**src/rtl/control_unit.sv**
```systemverilog
// Purpose: microsequencer for the 8-bit shared-bus datapath; decodes step/opcode/flags into bus strobes.
// Latency: strobes are combinational from the current microstep; the step counter advances every clock.
// Backpressure: none; one microstep per clock until HLT, then frozen until reset.
module control_unit (
    input  logic       clk,
    input  logic       reset,
    input  logic [3:0] opcode,
    input  logic       flag_carry,
    input  logic       flag_zero,
    output logic       pc_oe,
    output logic       ir_oe,
    output logic       ram_oe,
    output logic       a_oe,
    output logic       alu_oe,
    output logic       mar_load,
    output logic       ir_load,
    output logic       a_load,
    output logic       b_load,
    output logic       out_load,
    output logic       ram_we,
    output logic       pc_inc,
    output logic       pc_load,
    output logic       alu_sub,
    output logic       flags_load,
    output logic [2:0] step,
    output logic       halted
);

    localparam logic [3:0] OP_LDA = 4'h1;
    localparam logic [3:0] OP_ADD = 4'h2;
    localparam logic [3:0] OP_SUB = 4'h3;
    localparam logic [3:0] OP_STA = 4'h4;
    localparam logic [3:0] OP_LDI = 4'h5;
    localparam logic [3:0] OP_JMP = 4'h6;
    localparam logic [3:0] OP_JC  = 4'h7;
    localparam logic [3:0] OP_JZ  = 4'h8;
    localparam logic [3:0] OP_OUT = 4'hE;
    localparam logic [3:0] OP_HLT = 4'hF;

    localparam logic [2:0] T0 = 3'd0;
    localparam logic [2:0] T1 = 3'd1;
    localparam logic [2:0] T2 = 3'd2;
    localparam logic [2:0] T3 = 3'd3;
    localparam logic [2:0] T4 = 3'd4;

    logic [2:0] step_q;
    logic [2:0] step_d;
    logic       halted_q;
    logic       halted_d;
    logic       last_step;

    // State register: microstep counter and halted flag, cleared by reset.
    always_ff @(posedge clk) begin
        if (reset) begin
            step_q   <= T0;
            halted_q <= 1'b0;
        end else begin
            step_q   <= step_d;
            halted_q <= halted_d;
        end
    end

    // Next state: wrap to T0 after each instruction's final step; illegal counts recover to T0.
    always_comb begin
        last_step = 1'b0;
        if (step_q >= T2) begin
            case (opcode)
                OP_LDA, OP_STA: last_step = (step_q >= T3);
                OP_ADD, OP_SUB: last_step = (step_q >= T4);
                default:        last_step = 1'b1;
            endcase
        end

        step_d   = step_q + 3'd1;
        halted_d = halted_q;
        if (halted_q || step_q > T4 || last_step) begin
            step_d = T0;
        end
        if (!halted_q && step_q == T2 && opcode == OP_HLT) begin
            halted_d = 1'b1;
        end
    end

    // Output decode: strobes for the current microstep; everything quiet when halted or illegal.
    always_comb begin
        pc_oe      = 1'b0;
        ir_oe      = 1'b0;
        ram_oe     = 1'b0;
        a_oe       = 1'b0;
        alu_oe     = 1'b0;
        mar_load   = 1'b0;
        ir_load    = 1'b0;
        a_load     = 1'b0;
        b_load     = 1'b0;
        out_load   = 1'b0;
        ram_we     = 1'b0;
        pc_inc     = 1'b0;
        pc_load    = 1'b0;
        alu_sub    = 1'b0;
        flags_load = 1'b0;
        if (!halted_q) begin
            case (step_q)
                T0: begin
                    pc_oe    = 1'b1;
                    mar_load = 1'b1;
                end
                T1: begin
                    ram_oe  = 1'b1;
                    ir_load = 1'b1;
                    pc_inc  = 1'b1;
                end
                T2: begin
                    case (opcode)
                        OP_LDA, OP_ADD, OP_SUB, OP_STA: begin
                            ir_oe    = 1'b1;
                            mar_load = 1'b1;
                        end
                        OP_LDI: begin
                            ir_oe  = 1'b1;
                            a_load = 1'b1;
                        end
                        OP_JMP: begin
                            ir_oe   = 1'b1;
                            pc_load = 1'b1;
                        end
                        OP_JC: begin
                            ir_oe   = flag_carry;
                            pc_load = flag_carry;
                        end
                        OP_JZ: begin
                            ir_oe   = flag_zero;
                            pc_load = flag_zero;
                        end
                        OP_OUT: begin
                            a_oe     = 1'b1;
                            out_load = 1'b1;
                        end
                        default: ;
                    endcase
                end
                T3: begin
                    case (opcode)
                        OP_LDA: begin
                            ram_oe = 1'b1;
                            a_load = 1'b1;
                        end
                        OP_ADD, OP_SUB: begin
                            ram_oe = 1'b1;
                            b_load = 1'b1;
                        end
                        OP_STA: begin
                            a_oe   = 1'b1;
                            ram_we = 1'b1;
                        end
                        default: ;
                    endcase
                end
                T4: begin
                    if (opcode == OP_ADD || opcode == OP_SUB) begin
                        alu_oe     = 1'b1;
                        a_load     = 1'b1;
                        flags_load = 1'b1;
                        alu_sub    = (opcode == OP_SUB);
                    end
                end
                default: ;
            endcase
        end
    end

    assign step   = step_q;
    assign halted = halted_q;

endmodule

```
**config.mk**
```make
export PLATFORM = sky130hd
export DESIGN_NAME = control_unit
export DESIGN_NICKNAME = d
export VERILOG_FILES = /design/src/rtl/control_unit.sv
export SDC_FILE = /design/constraint.sdc
export NUM_CORES = 1
export LEC_CHECK = 0
export CORE_AREA = 10 10 47 49
export DETAILED_ROUTE_END_ITERATION = 10
export DIE_AREA = 0 0 57 59
export PLACE_DENSITY_LB_ADDON = 0.3
export SYNTH_ARGS = -nofsm -noshare
export SYNTH_HDL_FRONTEND = slang
export SYNTH_SLANG_ARGS = --single-unit
```
**constraint.sdc**
```tcl
create_clock -name clk -period 2.5 [get_ports clk]
set_input_delay 0.5 -clock clk [delete_from_list [all_inputs] [get_ports clk]]
set_output_delay 0.5 -clock clk [all_outputs]
set_load 0.02 [all_outputs]
```
==> flow_metrics.env <==
export IMPL_crit_path_start_kind="input port"
export IMPL_synth_seq_cells=4
export IMPL_syn_area_sq_um=543
export IMPL_tns_ps=0
export IMPL_timing_final_hold_violations=0
export IMPL_hpwl_um=1680
export IMPL_wire_per_inst_um=14.5
export IMPL_synthCells=73
export IMPL_tritoncts="done"
export IMPL_antenna_found_initial=0
export IMPL_crit_required_ps=2000
export IMPL_hold_depth=4
export IMPL_numCtsBuffers=3
export IMPL_cts_htree_levels=1
export IMPL_synth_top_area_share_pct=14.7
export IMPL_fin_nets=137
export IMPL_drv_cap=0
export IMPL_fmax_ghz=0.414
export IMPL_tightest_slew_ps=385
export IMPL_setup_viol=0
export IMPL_reg2reg_to="step[1]$_SDFF_PP0_"
export IMPL_slew_headroom_pct=74.3
export IMPL_hp_class="reg -> reg"
export IMPL_final_cell_mix="buf_4, nor2_1, clkdlybuf4s50_1, dlygate4sd2_1"
export IMPL_clock_skew_final_ps=0.605
export IMPL_synth_top_area_cell="dfxtp_1"
export IMPL_clk_pin_slew_ps=40
export IMPL_syn_avg_cell_area_sq_um=7.44
export IMPL_synthesis_nets=86
export IMPL_vdd_drop_max_mv=0.581
export IMPL_die_area_sq_um=3360
export IMPL_clock_path_buffers=2
export IMPL_hp_start="step[0]$_SDFF_PP0_"
export IMPL_dieHeight_um=59
export IMPL_routed_via_count=718
export IMPL_synth_seq_area_share_pct=14.7
export IMPL_drive_gt1_share_pct=33.6
export IMPL_finalWeightedCongestion=0.934
export IMPL_first_global_vias=736
export IMPL_final_fill_count=132
export IMPL_start_util_pct=38.8
export IMPL_n_antenna_cell=0
export IMPL_hold_buffers=0
export IMPL_fin_area_sq_um=978
export IMPL_outcome="finished clean"
export IMPL_reg2reg_slack_ps=950
export IMPL_drt_initial_drc_count=20
export IMPL_r2r_start="step[0]$_SDFF_PP0_"
export IMPL_crit_type="in -> out"
export IMPL_drtAntennaViolNets=0
export IMPL_die_w_um=57
export IMPL_powerDensity_nw_per_um2=752
export IMPL_clock_latency_ps=230
export IMPL_cts_sinks=4
export IMPL_post_synth_num_cell_types=30
export IMPL_crit_path_end_kind="output pin"
export IMPL_dpl_cell_area_sq_um=966
export IMPL_clockRootBuffer="clkbuf_4"
export IMPL_hold_worst_slack_ps=706
export IMPL_vias_per_cell=5.20
export IMPL_first_pass_iters=4
export IMPL_track_usage_pct=11.7
export IMPL_final_common_cell="buf_4"
export IMPL_arrival_ps=1910
export IMPL_fp_coreArea_sq_um=1400
export IMPL_routed_wl_um=2000
export IMPL_portBuffers=26
export IMPL_num_rows=14
export IMPL_reg2regPathDepth=6
export IMPL_crit_fanout=2
export IMPL_ios=27
export IMPL_final_period_utilization_pct=96.5
export IMPL_area_growth_pct=80.2
export IMPL_yosysWarnings=0
export IMPL_grt_overflow=0
export IMPL_grt_first_pass_wirelength_um=3310
export IMPL_maxSlewViolCount=0
export IMPL_leakagePower_uw=0.000445
export IMPL_hold_path_end="step[0]$_SDFF_PP0_"
export IMPL_fin_crit_ps=2410
export IMPL_grt_max_degree=9
export IMPL_synthTopCellsByArea="dfxtp_1, ha_1, nor2_1"
export IMPL_remaining_drc_errors=0
[worst max-delay path: stages]
cell,delay (ps)
clkdlybuf4s50_1,480
nand3b_1,120
a21oi_1,80
a2111oi_1,410
clkdlybuf4s15_2,330
[metal layers]
metal / track usage [%] / part of all wire (%) / up-vias
li1: - / - / 362
met1: 10.7 / 36 / 338
met2: 23.6 / 56 / 16
met3: 2.79 / 6.3 / 2
met4: 5.03 / 0.70 / 0
met5: 0 / 0 / -
[registers in the layout, summed over array words and instances (netlist names)]
register / flops
halted: 1
step: 3
[power by group]
part           total, uW  leakage [uW]  internal (uW)  switching, uW
registers            105     0.0000328           83.1           22.1
clock network       76.9     0.0000138           53.5           23.4
logic                554      0.000398            264            291
total                736      0.000445            400            336
[area by class of cell]
class | instances | area, sq um | area share, %
tap | 16 | 20.0 | 2.05
inverter | 5 | 18.8 | 1.92
multi-input combinational | 59 | 405 | 41.4
clock buffer | 3 | 22.5 | 2.30
timing repair buffer | 51 | 432 | 44.1
sequential | 4 | 80.1 | 8.18
[synth_stat cells (all sizes together)]
cell type / number
a211oi: 2
a41oi: 2
nor3b: 1
dfxtp: 4
nor4b: 1
nand4: 3
buf: 5
a2111oi: 2
and2: 3
nand3: 1
o211ai: 1
nand3b: 3
ha: 5
o22ai: 1
or3: 2
a21oi: 5
a211o: 1
or2: 1
nor3: 5
nor2: 11
nand2b: 1
nand2: 5
nor2b: 1
inv: 5
a31oi: 1
o21ai: 1
[worst max-delay path by stage]
| stage | start | to | slack [ps] | cells past startpoint |
|---|---|---|---|---|
| 2_1_floorplan | opcode[3] | ir_oe | 60 | 4 |
| 3_3_place_gp | opcode[1] | a_load | -410 | 5 |
| 3_5_place_dp | opcode[2] | a_load | -440 | 5 |
| 4_1_cts | opcode[3] | ram_oe | 20 | 5 |
| 5_1_grt | flag_carry | ir_oe | -10 | 5 |
| 6_report | flag_carry | ir_oe | 90 | 5 |
[per-stage QoR]
stage,total power [uW],util [%],cells,worst slack (ps)
finish,736,69.8,138,86.7
global placement,665,68.9,135,-407
detailed placement,676,68.9,135,-442
global route,794,69.8,138,-11.5
floorplan,402,-,73,59.8
CTS,741,69.6,138,15.4
[logic make-up after synthesis]
family,share of synthesized area [%]
simple gates,37.3
fa+ha+maj,11.5
flops,14.7
buf+inv,11.7
compound gates,24.7
[repair_timing]
action                     in CTS  in global routing
setup endpoints to repair      12                  9
buffers inserted                0                  0
pin swaps                       0                  0
gates resized for setup        27                  9
(Power assumes the default switching activity.)
